<file path="config.mk">
export PLATFORM = sky130hd
export DESIGN_NAME = dtw_accel_m00_axis_flat
export DESIGN_NICKNAME = d
export VERILOG_FILES = /design/src/rtl/dtw_accel_m00_axis_pkg.sv /design/src/rtl/dtw_accel_m00_axis_if.sv /design/src/rtl/dtw_accel_m00_axis_tx_fifo.sv /design/src/rtl/dtw_accel_m00_axis.sv /design/src/flat_wrapper.sv
export SDC_FILE = /design/constraint.sdc
export NUM_CORES = 1
export LEC_CHECK = 0
export BUFFER_PORTS_ARGS = -buffer_cell sky130_fd_sc_hd__buf_4
export CELL_PAD_IN_SITES_DETAIL_PLACEMENT = 1
export CELL_PAD_IN_SITES_GLOBAL_PLACEMENT = 1
export CORE_AREA = 5 5 186 188
export DETAILED_ROUTE_END_ITERATION = 6
export DIE_AREA = 0 0 191 193
export GPL_TIMING_DRIVEN = 0
export PLACE_DENSITY = 0.7
export SYNTH_ARGS = -nofsm -noshare
export SYNTH_HDL_FRONTEND = slang
export SYNTH_HIERARCHICAL = 1
export SYNTH_SLANG_ARGS = --single-unit
</file>
<file path="constraint.sdc">
create_clock -name M_AXIS_ACLK -period 10.2 [get_ports M_AXIS_ACLK]
set_input_delay 1.02 -clock M_AXIS_ACLK [delete_from_list [all_inputs] [get_ports M_AXIS_ACLK]]
set_output_delay 1.02 -clock M_AXIS_ACLK [all_outputs]
set_load 0.02 [all_outputs]
</file>
<file path="src/rtl/dtw_accel_m00_axis_pkg.sv">
// rtl/dtw_accel_m00_axis_pkg.sv - shared types and helpers for the DTW result stream path
//
// Purpose: clogb2 helper, default data width, tx state encoding and the
// {last, data} FIFO entry layout used by the result FIFO and the stream master.
// Ports: none (package).
package dtw_accel_pkg;

  localparam int C_DATA_WIDTH = 32;

  // Smallest n with 2**n >= depth.
  function automatic int clogb2(input int depth);
    int r;
    int v;
    r = 0;
    v = depth - 1;
    while (v > 0) begin
      r = r + 1;
      v = v >> 1;
    end
    return r;
  endfunction

  typedef enum logic {
    IDLE = 1'b0,
    SEND = 1'b1
  } tx_state_t;

  typedef struct packed {
    logic                    last;
    logic [C_DATA_WIDTH-1:0] data;
  } fifo_entry_t;

endpackage

</file>
<file path="src/rtl/dtw_accel_m00_axis_if.sv">
// rtl/dtw_accel_m00_axis_if.sv - AXI4-Stream bus bundle for the DTW result path
//
// Purpose: groups the M_AXIS beat signals.
// Ports (modport master): out TVALID, TDATA, TSTRB, TLAST; in TREADY.
// Ports (modport slave):  the mirror image.
interface dtw_accel_m00_axis_if
  import dtw_accel_pkg::*;
#(
  parameter int C_M_AXIS_TDATA_WIDTH = C_DATA_WIDTH
);
  logic                              M_AXIS_TVALID;
  logic [C_M_AXIS_TDATA_WIDTH-1:0]   M_AXIS_TDATA;
  logic [C_M_AXIS_TDATA_WIDTH/8-1:0] M_AXIS_TSTRB;
  logic                              M_AXIS_TLAST;
  logic                              M_AXIS_TREADY;

  modport master (
    output M_AXIS_TVALID, M_AXIS_TDATA, M_AXIS_TSTRB, M_AXIS_TLAST,
    input  M_AXIS_TREADY
  );

  modport slave (
    input  M_AXIS_TVALID, M_AXIS_TDATA, M_AXIS_TSTRB, M_AXIS_TLAST,
    output M_AXIS_TREADY
  );
endinterface

</file>
<file path="src/rtl/dtw_accel_m00_axis_tx_fifo.sv">
// rtl/dtw_accel_m00_axis_tx_fifo.sv - synchronous result FIFO feeding the stream master
//
// Purpose: power-of-two depth FIFO with show-ahead (combinational) read data.
// Ports: clk, rst (async, active-high); wren/din write side; rden pop;
//        dout = head entry; full, empty, count = entries held.
module dtw_accel_tx_fifo
  import dtw_accel_pkg::*;
#(
  parameter int WIDTH = C_DATA_WIDTH + 1,
  parameter int DEPTH = 8
) (
  input  logic                     clk,
  input  logic                     rst,
  input  logic                     wren,
  input  logic [WIDTH-1:0]         din,
  input  logic                     rden,
  output logic [WIDTH-1:0]         dout,
  output logic                     full,
  output logic                     empty,
  output logic [clogb2(DEPTH):0]   count
);
  localparam int AW = clogb2(DEPTH);

  logic [WIDTH-1:0] mem [DEPTH];
  logic [AW-1:0]    wr_ptr;
  logic [AW-1:0]    rd_ptr;
  logic [AW:0]      count_r;
  logic             do_wr;
  logic             do_rd;

  assign full  = (count_r == (AW+1)'(DEPTH));
  assign empty = (count_r == '0);
  assign count = count_r;
  assign dout  = mem[rd_ptr];

  // A write while full is refused even if a pop happens on the same edge.
  assign do_wr = wren && !full;
  assign do_rd = rden && !empty;

  always_ff @(posedge clk) begin
    if (do_wr) mem[wr_ptr] <= din;
  end

  // Pointers wrap naturally because DEPTH is a power of two.
  always_ff @(posedge clk or posedge rst) begin
    if (rst) begin
      wr_ptr  <= '0;
      rd_ptr  <= '0;
      count_r <= '0;
    end else begin
      if (do_wr) wr_ptr <= wr_ptr + 1'b1;
      if (do_rd) rd_ptr <= rd_ptr + 1'b1;
      case ({do_wr, do_rd})
        2'b10:   count_r <= count_r + 1'b1;
        2'b01:   count_r <= count_r - 1'b1;
        default: count_r <= count_r;
      endcase
    end
  end
endmodule

</file>
<file path="src/rtl/dtw_accel_m00_axis.sv">
// rtl/dtw_accel_m00_axis.sv - AXI4-Stream master draining DTW results as packets
//
// Purpose: buffers DTW core result words and emits them on M_AXIS in packets
// of up to PKT_LEN beats; a word flagged last closes the packet early.
// Ports: M_AXIS_ACLK, M_AXIS_ARESET (async, active-high);
//        dtw_fifo_wren/din/last write port; dtw_fifo_full/count/overflow status;
//        pkt_count = TLAST handshakes (wraps); m_axis = stream master bundle.
module dtw_accel_m00_axis
  import dtw_accel_pkg::*;
#(
  parameter int C_M_AXIS_TDATA_WIDTH = C_DATA_WIDTH,
  parameter int FIFO_DEPTH           = 8,
  parameter int PKT_LEN              = 4
) (
  input  logic                            M_AXIS_ACLK,
  input  logic                            M_AXIS_ARESET,
  input  logic                            dtw_fifo_wren,
  input  logic [C_M_AXIS_TDATA_WIDTH-1:0] dtw_fifo_din,
  input  logic                            dtw_fifo_last,
  output logic                            dtw_fifo_full,
  output logic [clogb2(FIFO_DEPTH):0]     dtw_fifo_count,
  output logic                            dtw_fifo_overflow,
  output logic [15:0]                     pkt_count,
  dtw_accel_m00_axis_if.master            m_axis
);
  localparam int W  = C_M_AXIS_TDATA_WIDTH;
  localparam int BW = (clogb2(PKT_LEN) > 0) ? clogb2(PKT_LEN) : 1;

  tx_state_t      state;
  logic           tvalid_r;
  logic           tlast_r;
  logic [W-1:0]   tdata_r;
  logic [BW-1:0]  beat_idx;
  logic [W:0]     fifo_dout;
  logic           fifo_empty;
  logic           load;
  logic           next_last;
  logic           handshake;

  dtw_accel_tx_fifo #(
    .WIDTH (W + 1),
    .DEPTH (FIFO_DEPTH)
  ) u_fifo (
    .clk   (M_AXIS_ACLK),
    .rst   (M_AXIS_ARESET),
    .wren  (dtw_fifo_wren),
    .din   ({dtw_fifo_last, dtw_fifo_din}),
    .rden  (load),
    .dout  (fifo_dout),
    .full  (dtw_fifo_full),
    .empty (fifo_empty),
    .count (dtw_fifo_count)
  );

  // The output register refills whenever it is empty or being drained this
  // cycle, so a steady stream moves one beat per clock.
  assign handshake = tvalid_r && m_axis.M_AXIS_TREADY;
  assign load      = (!tvalid_r || m_axis.M_AXIS_TREADY) && !fifo_empty;
  assign next_last = fifo_dout[W] || (beat_idx == BW'(PKT_LEN - 1));

  assign m_axis.M_AXIS_TVALID = tvalid_r;
  assign m_axis.M_AXIS_TDATA  = tdata_r;
  assign m_axis.M_AXIS_TLAST  = tlast_r;
  assign m_axis.M_AXIS_TSTRB  = '1;

  always_ff @(posedge M_AXIS_ACLK or posedge M_AXIS_ARESET) begin
    if (M_AXIS_ARESET) begin
      state             <= IDLE;
      tvalid_r          <= 1'b0;
      tlast_r           <= 1'b0;
      tdata_r           <= '0;
      beat_idx          <= '0;
      pkt_count         <= '0;
      dtw_fifo_overflow <= 1'b0;
    end else begin
      if (dtw_fifo_wren && dtw_fifo_full) dtw_fifo_overflow <= 1'b1;
      if (handshake && tlast_r) pkt_count <= pkt_count + 16'd1;

      // TDATA/TLAST only change on load, which never fires while stalled.
      if (load) begin
        tdata_r  <= fifo_dout[W-1:0];
        tlast_r  <= next_last;
        beat_idx <= next_last ? '0 : beat_idx + 1'b1;
      end

      case (state)
        IDLE: begin
          if (load) begin
            state    <= SEND;
            tvalid_r <= 1'b1;
          end
        end
        SEND: begin
          // Beat taken and nothing left to reload.
          if (m_axis.M_AXIS_TREADY && !load) begin
            state    <= IDLE;
            tvalid_r <= 1'b0;
          end
        end
        default: begin
          state    <= IDLE;
          tvalid_r <= 1'b0;
        end
      endcase
    end
  end
endmodule

</file>
<file path="src/flat_wrapper.sv">
// flat-port wrapper written by rule: the top's interface ports become plain ports
module dtw_accel_m00_axis_flat import dtw_accel_pkg::*;
#(
  parameter int C_M_AXIS_TDATA_WIDTH = C_DATA_WIDTH,
  parameter int FIFO_DEPTH           = 8,
  parameter int PKT_LEN              = 4
)
  (M_AXIS_ACLK, M_AXIS_ARESET, dtw_fifo_wren, dtw_fifo_din, dtw_fifo_last, dtw_fifo_full, dtw_fifo_count, dtw_fifo_overflow, pkt_count, m_axis_M_AXIS_TVALID, m_axis_M_AXIS_TDATA, m_axis_M_AXIS_TSTRB, m_axis_M_AXIS_TLAST, m_axis_M_AXIS_TREADY);
  dtw_accel_m00_axis_if #(.C_M_AXIS_TDATA_WIDTH(C_M_AXIS_TDATA_WIDTH)) m_axis_i ();
  input  logic M_AXIS_ACLK;
  input  logic M_AXIS_ARESET;
  input  logic dtw_fifo_wren;
  input  logic [C_M_AXIS_TDATA_WIDTH-1:0] dtw_fifo_din;
  input  logic dtw_fifo_last;
  output logic dtw_fifo_full;
  output logic [clogb2(FIFO_DEPTH):0] dtw_fifo_count;
  output logic dtw_fifo_overflow;
  output logic [15:0] pkt_count;
  output wire logic [$bits(m_axis_i.M_AXIS_TVALID)-1:0] m_axis_M_AXIS_TVALID;
  output wire logic [$bits(m_axis_i.M_AXIS_TDATA)-1:0] m_axis_M_AXIS_TDATA;
  output wire logic [$bits(m_axis_i.M_AXIS_TSTRB)-1:0] m_axis_M_AXIS_TSTRB;
  output wire logic [$bits(m_axis_i.M_AXIS_TLAST)-1:0] m_axis_M_AXIS_TLAST;
  input wire logic [$bits(m_axis_i.M_AXIS_TREADY)-1:0] m_axis_M_AXIS_TREADY;
  assign m_axis_M_AXIS_TVALID = m_axis_i.M_AXIS_TVALID;
  assign m_axis_M_AXIS_TDATA = m_axis_i.M_AXIS_TDATA;
  assign m_axis_M_AXIS_TSTRB = m_axis_i.M_AXIS_TSTRB;
  assign m_axis_M_AXIS_TLAST = m_axis_i.M_AXIS_TLAST;
  assign m_axis_i.M_AXIS_TREADY = m_axis_M_AXIS_TREADY;
  dtw_accel_m00_axis #(.C_M_AXIS_TDATA_WIDTH(C_M_AXIS_TDATA_WIDTH), .FIFO_DEPTH(FIFO_DEPTH), .PKT_LEN(PKT_LEN)) u_core (.M_AXIS_ACLK(M_AXIS_ACLK), .M_AXIS_ARESET(M_AXIS_ARESET), .dtw_fifo_wren(dtw_fifo_wren), .dtw_fifo_din(dtw_fifo_din), .dtw_fifo_last(dtw_fifo_last), .dtw_fifo_full(dtw_fifo_full), .dtw_fifo_count(dtw_fifo_count), .dtw_fifo_overflow(dtw_fifo_overflow), .pkt_count(pkt_count), .m_axis(m_axis_i));
endmodule
</file>
# After elaboration in Yosys (flattened, before gate mapping)
# Memories as Yosys holds them, arrays and structs flattened.
# Index checks and enable logic that the tools add are counted.
# word_totals
regBits	64
latchBits	0
ramBits	264
rom_bits	0
out_inout_bits	60
memories	1
# mem_list
memory	words	word_bits	read_ports	rd_ports_with_merged_regs	write_ports	line	rtl
u_core.u_fifo.mem	8	33	1	0	1	dtw_accel_m00_axis_tx_fifo.sv:24	logic [WIDTH-1:0] mem [DEPTH];
# classes
add_sub_neg	6
n_mul	0
n_div	0
order_cmp	0
eq_ne	6
n_shift	0
muxes	10
bitwise	1
n_reduce_logical	16
# ops
op	count
$add A16 B1 Y16 const B	1
$pmux W4 S2	1
$logic_and A1 B1 Y1	7
$add A3 B1 Y3 const B	2
$mux W1	6
$add A4 B1 Y4 const B	1
$eq A2 B2 Y1 const B	2
$eq A4 B4 Y1 const B	1
$logic_not A1 Y1	4
$logic_not A4 Y1	1
$pmux W1 S2	2
$sub A4 B1 Y4 const B	1
$add A2 B1 Y2 const B	1
$eq A2 B1 Y1 const B	1
$logic_or A1 B1 Y1	2
$mux W2	1
$ne A2 B1 Y1 const B	1
$ne A2 B2 Y1 const B	1
$reduce_and A2 Y1	1
$reduce_bool A2 Y1	1
$not A1 Y1	1

# Longest topological paths before layout
# Gate-level depths: netlist of run 1.
# logic_depth
ltp_word	7
ltp_mapped	11
depth_no_buf	9

# Cells and area by module
# Netlist of run 1, hierarchy kept.
# by_module_without_submodules
module	instances	cells_each	area_per_inst_um2	seq_area_each_um2
dtw_accel_tx_fifo	1	450	10682.7	8177.8
dtw_accel_m00_axis	1	153	2168.3	1351.3

# Least setup slack after synthesis of run 1
# Ideal clock, no wire load.
# synth_path
kind	input to register
start	in dtw_fifo_wren
end	mem u_core/u_fifo/mem[0][0] (netlist bit) (enable)
setup_time_ns	0.464
arrival_time_ns	3.427
t_required_ns	9.736
path_slack_ns	6.309
cell_stages	2
path_buffers	0
path_cell_list	nand3b_1 nor3_1
# synth_between
elab_chain_cells	3
# synth_rtl
item	line	rtl
start: declaration	flat_wrapper.sv:12	input logic dtw_fifo_wren;
$logic_and A1 B1 Y1	dtw_accel_m00_axis_tx_fifo.sv:37	assign do_wr = wren && !full;
$mux W1	dtw_accel_m00_axis_tx_fifo.sv:41	if (do_wr) mem[wr_ptr] <= din;
$mux W1 (implied by the code)	dtw_accel_m00_axis_tx_fifo.sv:41	
end: declaration	dtw_accel_m00_axis_tx_fifo.sv:24	
# No other way between the ends.

# Worst setup path after layout of run 1
# layout_path
start	reg u_core.u_fifo.count_r[0], in the netlist u_core/u_fifo/count[0]
end	reg u_core.u_fifo.count_r[3], in the netlist u_core/u_fifo/count[3]
# layout_between
elab_chain_cells	6
# layout_rtl
item	line	rtl
start: declaration	dtw_accel_m00_axis_tx_fifo.sv:27	logic [AW:0] count_r;
start signal: assignment	dtw_accel_m00_axis_tx_fifo.sv:54	2'b10: count_r <= count_r + 1'b1;
start signal: assignment	dtw_accel_m00_axis_tx_fifo.sv:55	2'b01: count_r <= count_r - 1'b1;
start signal: assignment	dtw_accel_m00_axis_tx_fifo.sv:56	default: count_r <= count_r;
$logic_not A4 Y1 *	dtw_accel_m00_axis_tx_fifo.sv:32	assign empty = (count_r == '0);
net u_core.fifo_empty	dtw_accel_m00_axis.sv:35	logic fifo_empty;
$logic_not A1 Y1 *	dtw_accel_m00_axis.sv:58	assign load = (!tvalid_r || m_axis.M_AXIS_TREADY) && !fifo_empty;
$logic_and A1 B1 Y1 *	dtw_accel_m00_axis.sv:58	
net u_core.load	dtw_accel_m00_axis.sv:36	logic load;
$logic_and A1 B1 Y1 *	dtw_accel_m00_axis_tx_fifo.sv:38	assign do_rd = rden && !empty;
net u_core.u_fifo.do_rd	dtw_accel_m00_axis_tx_fifo.sv:29	logic do_rd;
$eq A2 B1 Y1 / $eq A2 B2 Y1 (equally long branches)	dtw_accel_m00_axis_tx_fifo.sv:53	case ({do_wr, do_rd})
$pmux W4 S2 / $reduce_bool A2 Y1 (equally long branches)	--	
# Mark *: on every way through the listed nets, which the timed path passes. The rest lies on a longest branch.
# A chain may end at the register's enable or synchronous reset.

==> flow_summary.toml, run 1 <==
[run_status]
status = "finished, final reports clean"

[yosys]
synth_seq_area_share = 0.742
synthAdderAreaFrac = 0.00837
synth_edf_count = 264
async_reset_ff_frac = 0.195
yosysWarnings = 6
synth_compound_area_frac = 0.00750
synth-xor-area-share = 0.0143
synth_cell_types = 43
synth_seq_cells = 328
synth_flop_cell = "edfxtp_1"
yosys.area_share.simple = 0.0241
synth_top_family_by_area = "multiplexers"
postSynthCellCount = 603
synthMuxAreaShare = 0.184
synth_area_um2 = 12900
syn_area_per_cell_um2 = 21.3

[sta]
hold_viol = 0
rsz0062_at_grt = "no"
final.setup.tns_ns = 0
maxSlewHeadroom = 0.292
finalMaxSlewViolations = 0
skew_ns = 0.0188
max_freq_ghz = 0.257
fin_crit_sh = 0.381
tightestPinTransition_ns = 1.06
final-setup-viol-count = 0
period_needed_ns = 3.89

[floorplan]
dieArea_um2 = 36900
rows = 67
core_um2 = 32900
ioPinCount = 97
die_y_um = 193
die_w_um = 191
start_util = 0.390

[cells_and_area]
multi_input_area_um2 = 3130
syn_to_final_growth_pct = 21.1
drive_gt1_frac = 0.411
nNetsFinal = 796
fin_area_um2 = 15600
num-fill-cells = 3070
register_area_um2 = 9530
diodes = 0

[clock_tree]
numCtsBuffers = 36
cts_resized = 0
root_buffer = "clkbuf_16"
postCtsSetupRepairBufs = 0
path_clk_slew_ns = 0.06
insertion_delay_ns = 0.52
cts_sinks = 328
ctsHoldBuffers = 0
clock_path_buffers = 3
htreeDepth = 2
cts_tree = "done"

[setup_path]
critPathKind = "reg -> reg"
endpoint_kind = "flip-flop"
worstPathArrival_ns = 4.27
path_max_fanout = 10
cp.required_ns = 10.58
cpPeakStageDelay_ns = 0.63
slowest_stage = "or4b_2"
start_kind = "flip-flop"
crit_chain = "nor4_1 -> a21oi_1 -> buf_4 -> buf_4 -> o41ai_2 -> inv_1 -> ha_1 -> ha_1 -> or4b_2 -> o311ai_0 -> o211ai_1"

[drt]
drt_first_pass_iters = 4
ant_nets = 0
routed_wl_um = 28500
vias = 6257
post_drt_via_cell_ratio = 5.10
drt_iter0_markers = 439
remaining_drc_errors = 0
wl_per_cell_um = 23.2

[place]
dp_hpwl_um = 18700
gp_congestion = 0.726
postPlaceCellArea_um2 = 14400
numPortBuffers = 92

[global_routing]
grt.overflow.total = 0
antenna_found_initial = 1
grt_pass1_vias = 7013
grtUsageTotal = 0.158
grt_max_degree = 31
grt_pass1_wl_um = 43800

[pwr]
ir_drop_v = 0.000165
p_per_area_nw_per_um2 = 301
p_leak_uw = 0.00555
power.total_uw = 4680

[worst_hold_path]
hold_path.class = "reg -> reg"

[job]
max_cap_viol_count = 0
-- worst max-delay path: cells and delay by family, from the launching register on --
kind            cells  cell delay, ns
compound gates      4            0.65
fa+ha+maj           2            0.71
buf+inv             3            0.66
flops               1            0.47
simple gates        2            1.24
-- sequential cells by signal (all words and copies together) (netlist names), 2 cells and up --
name,cells
u_core/u_fifo/mem,264
u_core/m_axis.M_AXIS_TDATA,32
u_core/pkt_count,16
u_core/u_fifo/count,4
u_core/u_fifo/rd_ptr,3
u_core/u_fifo/wr_ptr,3
u_core/beat_idx,2
-- per-layer routing --
metal  part of all wire  vias up  track usage  wire length (µm)
met1               0.41     3351        0.205             11800
li1                   -     2710            -                 -
met3              0.055       43       0.0333              1570
met4              0.017        2       0.0365               490
met5            0.00046        -            0                13
met2               0.51      151        0.274             14600
-- area by class of cell --
cell class / count / area share
buffer: 30 / 0.0144
clock buffer: 45 / 0.0613
clock inverter: 21 / 0.0130
inverter: 10 / 0.00241
multi-input combinational: 238 / 0.201
sequential: 328 / 0.612
tap: 448 / 0.0360
timing repair buffer: 107 / 0.0599
-- cell usage in the layout (no fill, tap or decap), drive strengths merged --
master	instances
edfxtp	264
buf	133
mux2	68
mux4	66
dfrtp	64
clkbuf	49
xnor2	18
clkinv	16
nand2	15
inv	12
nand3	9
ha	7
nor2	7
and3	4
nand4	4
a21oi	4
conb	4
and4	4
bufinv	3
xor2	3
nor3b	3
mux2i	2
a21o	2
o21ai	2
nand2b	2
nor3	2
or4b	2
and2	1
o21a	1
nor2b	1
o41ai	1
nor4	1
nand3b	1
o311ai	1
a2111o	1
o211ai	1
fa	1
-- synthesized netlist by cell type, types with 4 or more instances --
cell,n,share of area
clkbuf_1,4,0.0012
buf_1,4,0.0012
dfrtp_1,64,0.12
ha_1,7,0.0068
edfxtp_1,264,0.62
nand3_1,9,0.0035
buf_2,10,0.0039
mux4_2,66,0.12
nor2_1,7,0.0020
mux2_2,36,0.032
buf_12,4,0.0062
buf_4,7,0.0041
inv_1,10,0.0029
nand2_1,15,0.0044
a21oi_1,4,0.0016
and3_1,4,0.0019
mux2_1,9,0.0079
nand4_1,4,0.0019
mux2_4,23,0.027
xnor2_1,18,0.012
-- cell families after synthesis --
logic type      Yosys count
xor+xnor                 21
simple gates             56
fa+ha+maj                 8
compound gates           13
buf+inv                  40
other cells               1
mux                     136
flops                   328
-- path summary, 6_finish.rpt --
| check | startpoint | to | slack (ns) | depth (start not counted) |
|---|---|---|---|---|
| setup / recovery | u_core/u_fifo/count[0] | u_core/u_fifo/count[3] | 6.31 | 11 |
| hold / removal | u_core/state | u_core/m_axis.M_AXIS_TVALID | 0.45 | 1 |
| setup reg to reg | u_core/u_fifo/count[0] | u_core/u_fifo/count[3] | 6.31 | 11 |
| hold reg to reg | u_core/state | u_core/m_axis.M_AXIS_TVALID | 0.45 | 1 |
| max in group asynchronous | M_AXIS_ARESET | u_core/m_axis.M_AXIS_TDATA[9] | 8.94 | 3 |
| min in group asynchronous | M_AXIS_ARESET | u_core/u_fifo/rd_ptr[2] | 0.50 | 2 |
-- metrics by stage --
step / hold slack (ns) / utilization / cells / worst slack [ns]
after floorplan: 0.419 / - / 606 / 6.31
after global routing: 0.485 / 0.473 / 1227 / 6.12
final: 0.453 / 0.473 / 1227 / 6.31
after detailed placement: 0.445 / 0.437 / 1161 / 6.02
after CTS: 0.463 / 0.473 / 1227 / 6.19
after global placement: 0.429 / 0.428 / 1146 / 3.61
-- where the power goes --
| part | leakage (µW) | internal, µW | switching (µW) | total [µW] |
|---|---|---|---|---|
| Combinational | 0.00180 | 788 | 775 | 1560 |
| Clock | 0.000574 | 746 | 513 | 1260 |
| Sequential | 0.00317 | 1730 | 130 | 1860 |
Note: power is estimated with default switching activity, not from simulation.
==> inputs of run 2 (changes only) <==
PLACE_DENSITY = 0.73   (was 0.7)
clock period = 3.4 ns   (was 10.2 ns; I/O delays follow)
==> flow_summary.toml, run 2 (synthesized netlist as in run 1, its figures left out) <==
[clock_tree]
cts_tree = "done"
clock_path_buffers = 3
path_clk_slew_ns = 0.06
insertion_delay_ns = 0.51
cts_sinks = 328
numCtsBuffers = 35
htreeDepth = 2
root_buffer = "clkbuf_16"

[worst_hold_path]
whs_path_depth = 1
whs_endpoint = "u_core/u_fifo/mem[0][21]"
hold_path.class = "in -> reg"
hold_start = "dtw_fifo_din[21]"

[setup_path]
r2r-start = "u_core/u_fifo/count[3]"
rr_worst_depth = 11
r2r_end = "u_core/u_fifo/count[3]"
path_max_fanout = 10
start_kind = "flip-flop"
endpoint_kind = "flip-flop"
cpPeakStageDelay_ns = 0.64
cp.required_ns = 3.78
ff2ff_setup_slack_ns = 0.16
critPathKind = "reg -> reg"
slowest_stage = "or4b_2"
crit_chain = "nor4_4 -> a21oi_2 -> buf_4 -> buf_4 -> o41ai_2 -> inv_1 -> ha_2 -> ha_2 -> or4b_2 -> o311ai_0 -> o211ai_1"
worstPathArrival_ns = 3.61

[place]
numPortBuffers = 92
dp_hpwl_um = 17800
dp_cells = 1157
gp_congestion = 0.714

[global_routing]
grt_pass1_wl_um = 42000
grt_max_degree = 29
grtUsageTotal = 0.151
grt_pass1_vias = 6780
grt.overflow.total = 0
antenna_found_initial = 1

[drt]
wl_per_cell_um = 22.5
vias = 6181
wl_met2_um = 13700
routed_wl_um = 27500
routedLengthMet1_um = 11800
wl_met3_um = 1620
post_drt_via_cell_ratio = 5.05
ant_nets = 0
remaining_drc_errors = 0
top_layer = "met5"
drt_first_pass_iters = 4
drt_iter0_markers = 312

[pwr]
ir_drop_v = 0.000407
p_per_area_nw_per_um2 = 888
p_leak_uw = 0.00549

[sta]
final-setup-viol-count = 0
maxSlewHeadroom = 0.348
finalMaxSlewViolations = 0
whs_ns = 0.0581
hold_viol = 0
fin_crit_sh = 0.952
period_needed_ns = 3.24
tightestPinTransition_ns = 0.978
max_freq_ghz = 0.309
skew_ns = 0.0165

[floorplan]
start_util = 0.390
rows = 67
core_um2 = 32900
die_w_um = 191
dieArea_um2 = 36900
die_y_um = 193
ioPinCount = 97

[cells_and_area]
layout_commonest_cell = "edfxtp_1"
drive_gt1_frac = 0.413
syn_to_final_growth_pct = 20.8
nNetsFinal = 794
largest_reg_flops = 264
largest-register = "u_core/u_fifo/mem"
fin_cells = 1223
final_cell_mix = "edfxtp_1, buf_4, mux4_2"

[run_status]
status = "finished, final reports clean"

[job]
max_cap_viol_count = 0
-- run 2: worst max-delay path: cells and delay by family (launching register included) --
family | cells | cell delay (ns)
compound gates | 4 | 0.48
fa+ha+maj | 2 | 0.59
buf+inv | 3 | 0.58
flops | 1 | 0.47
simple gates | 2 | 0.99
-- run 2: metrics by stage --
step,total power (µW),TNS [ns],setup slack [ns],utilization,area [µm²]
2_1_floorplan,8730,0,0.262,-,12900
3_3_place_gp,10100,-208.12,-1.01,0.429,14100
5_1_grt,14500,-0.00758,-0.00758,0.471,15500
3_5_place_dp,10400,-0.383,-0.383,0.437,14400
4_1_cts,14000,0,0.00517,0.470,15500
6_report,13800,0,0.163,0.471,15500
-- run 2: routing by layer --
| layer | track usage | vias to the layer above |
|---|---|---|
| li1 | - | 2715 |
| met1 | 0.203 | 3282 |
| met2 | 0.257 | 150 |
| met3 | 0.0337 | 32 |
| met4 | 0.0326 | 2 |
| met5 | 0 | - |
-- run 2: final cells by class --
cell class,count,area (µm²)
inverters,10,37.5
repair buffers,106,936
multi-input cells,238,3160
clock inverters,9,45.0
well taps,448,561
flip-flops and latches,328,9530
plain buffers,30,224
diodes,1,2.50
fillers,3045,17400
clock buffers,53,1020
-- run 2: timing repair --
action                     in CTS  in global routing
hold buffers                    1                  0
pin swaps                       0                  1
setup endpoints to repair       1                  1
resized for setup               5                  4
setup buffers                   0                  2
hold endpoints to repair       10                  0
gates cloned                    0                  0
-- run 2: worst max-delay path by stage --
stage                           startpoint                  endpoint  slack (ns)  cells past startpoint
floorplan           u_core/u_fifo/count[0]    u_core/u_fifo/count[3]        0.26                     11
finish              u_core/u_fifo/count[3]    u_core/u_fifo/count[3]        0.16                     11
global route        u_core/u_fifo/count[3]    u_core/u_fifo/count[3]      -0.008                     11
detailed placement  u_core/u_fifo/count[0]    u_core/u_fifo/count[3]       -0.38                     11
CTS                 u_core/u_fifo/count[0]    u_core/u_fifo/count[3]       0.005                     11
global placement    u_core/u_fifo/count[0]  u_core/u_fifo/mem[6][18]       -1.01                      3
-- run 2: power by group --
group | internal, µW | leakage (µW) | switching (µW) | total (µW)
clock network | 2060 | 0.000520 | 1460 | 3520
registers | 5190 | 0.00317 | 391 | 5580
logic | 2380 | 0.00180 | 2300 | 4680
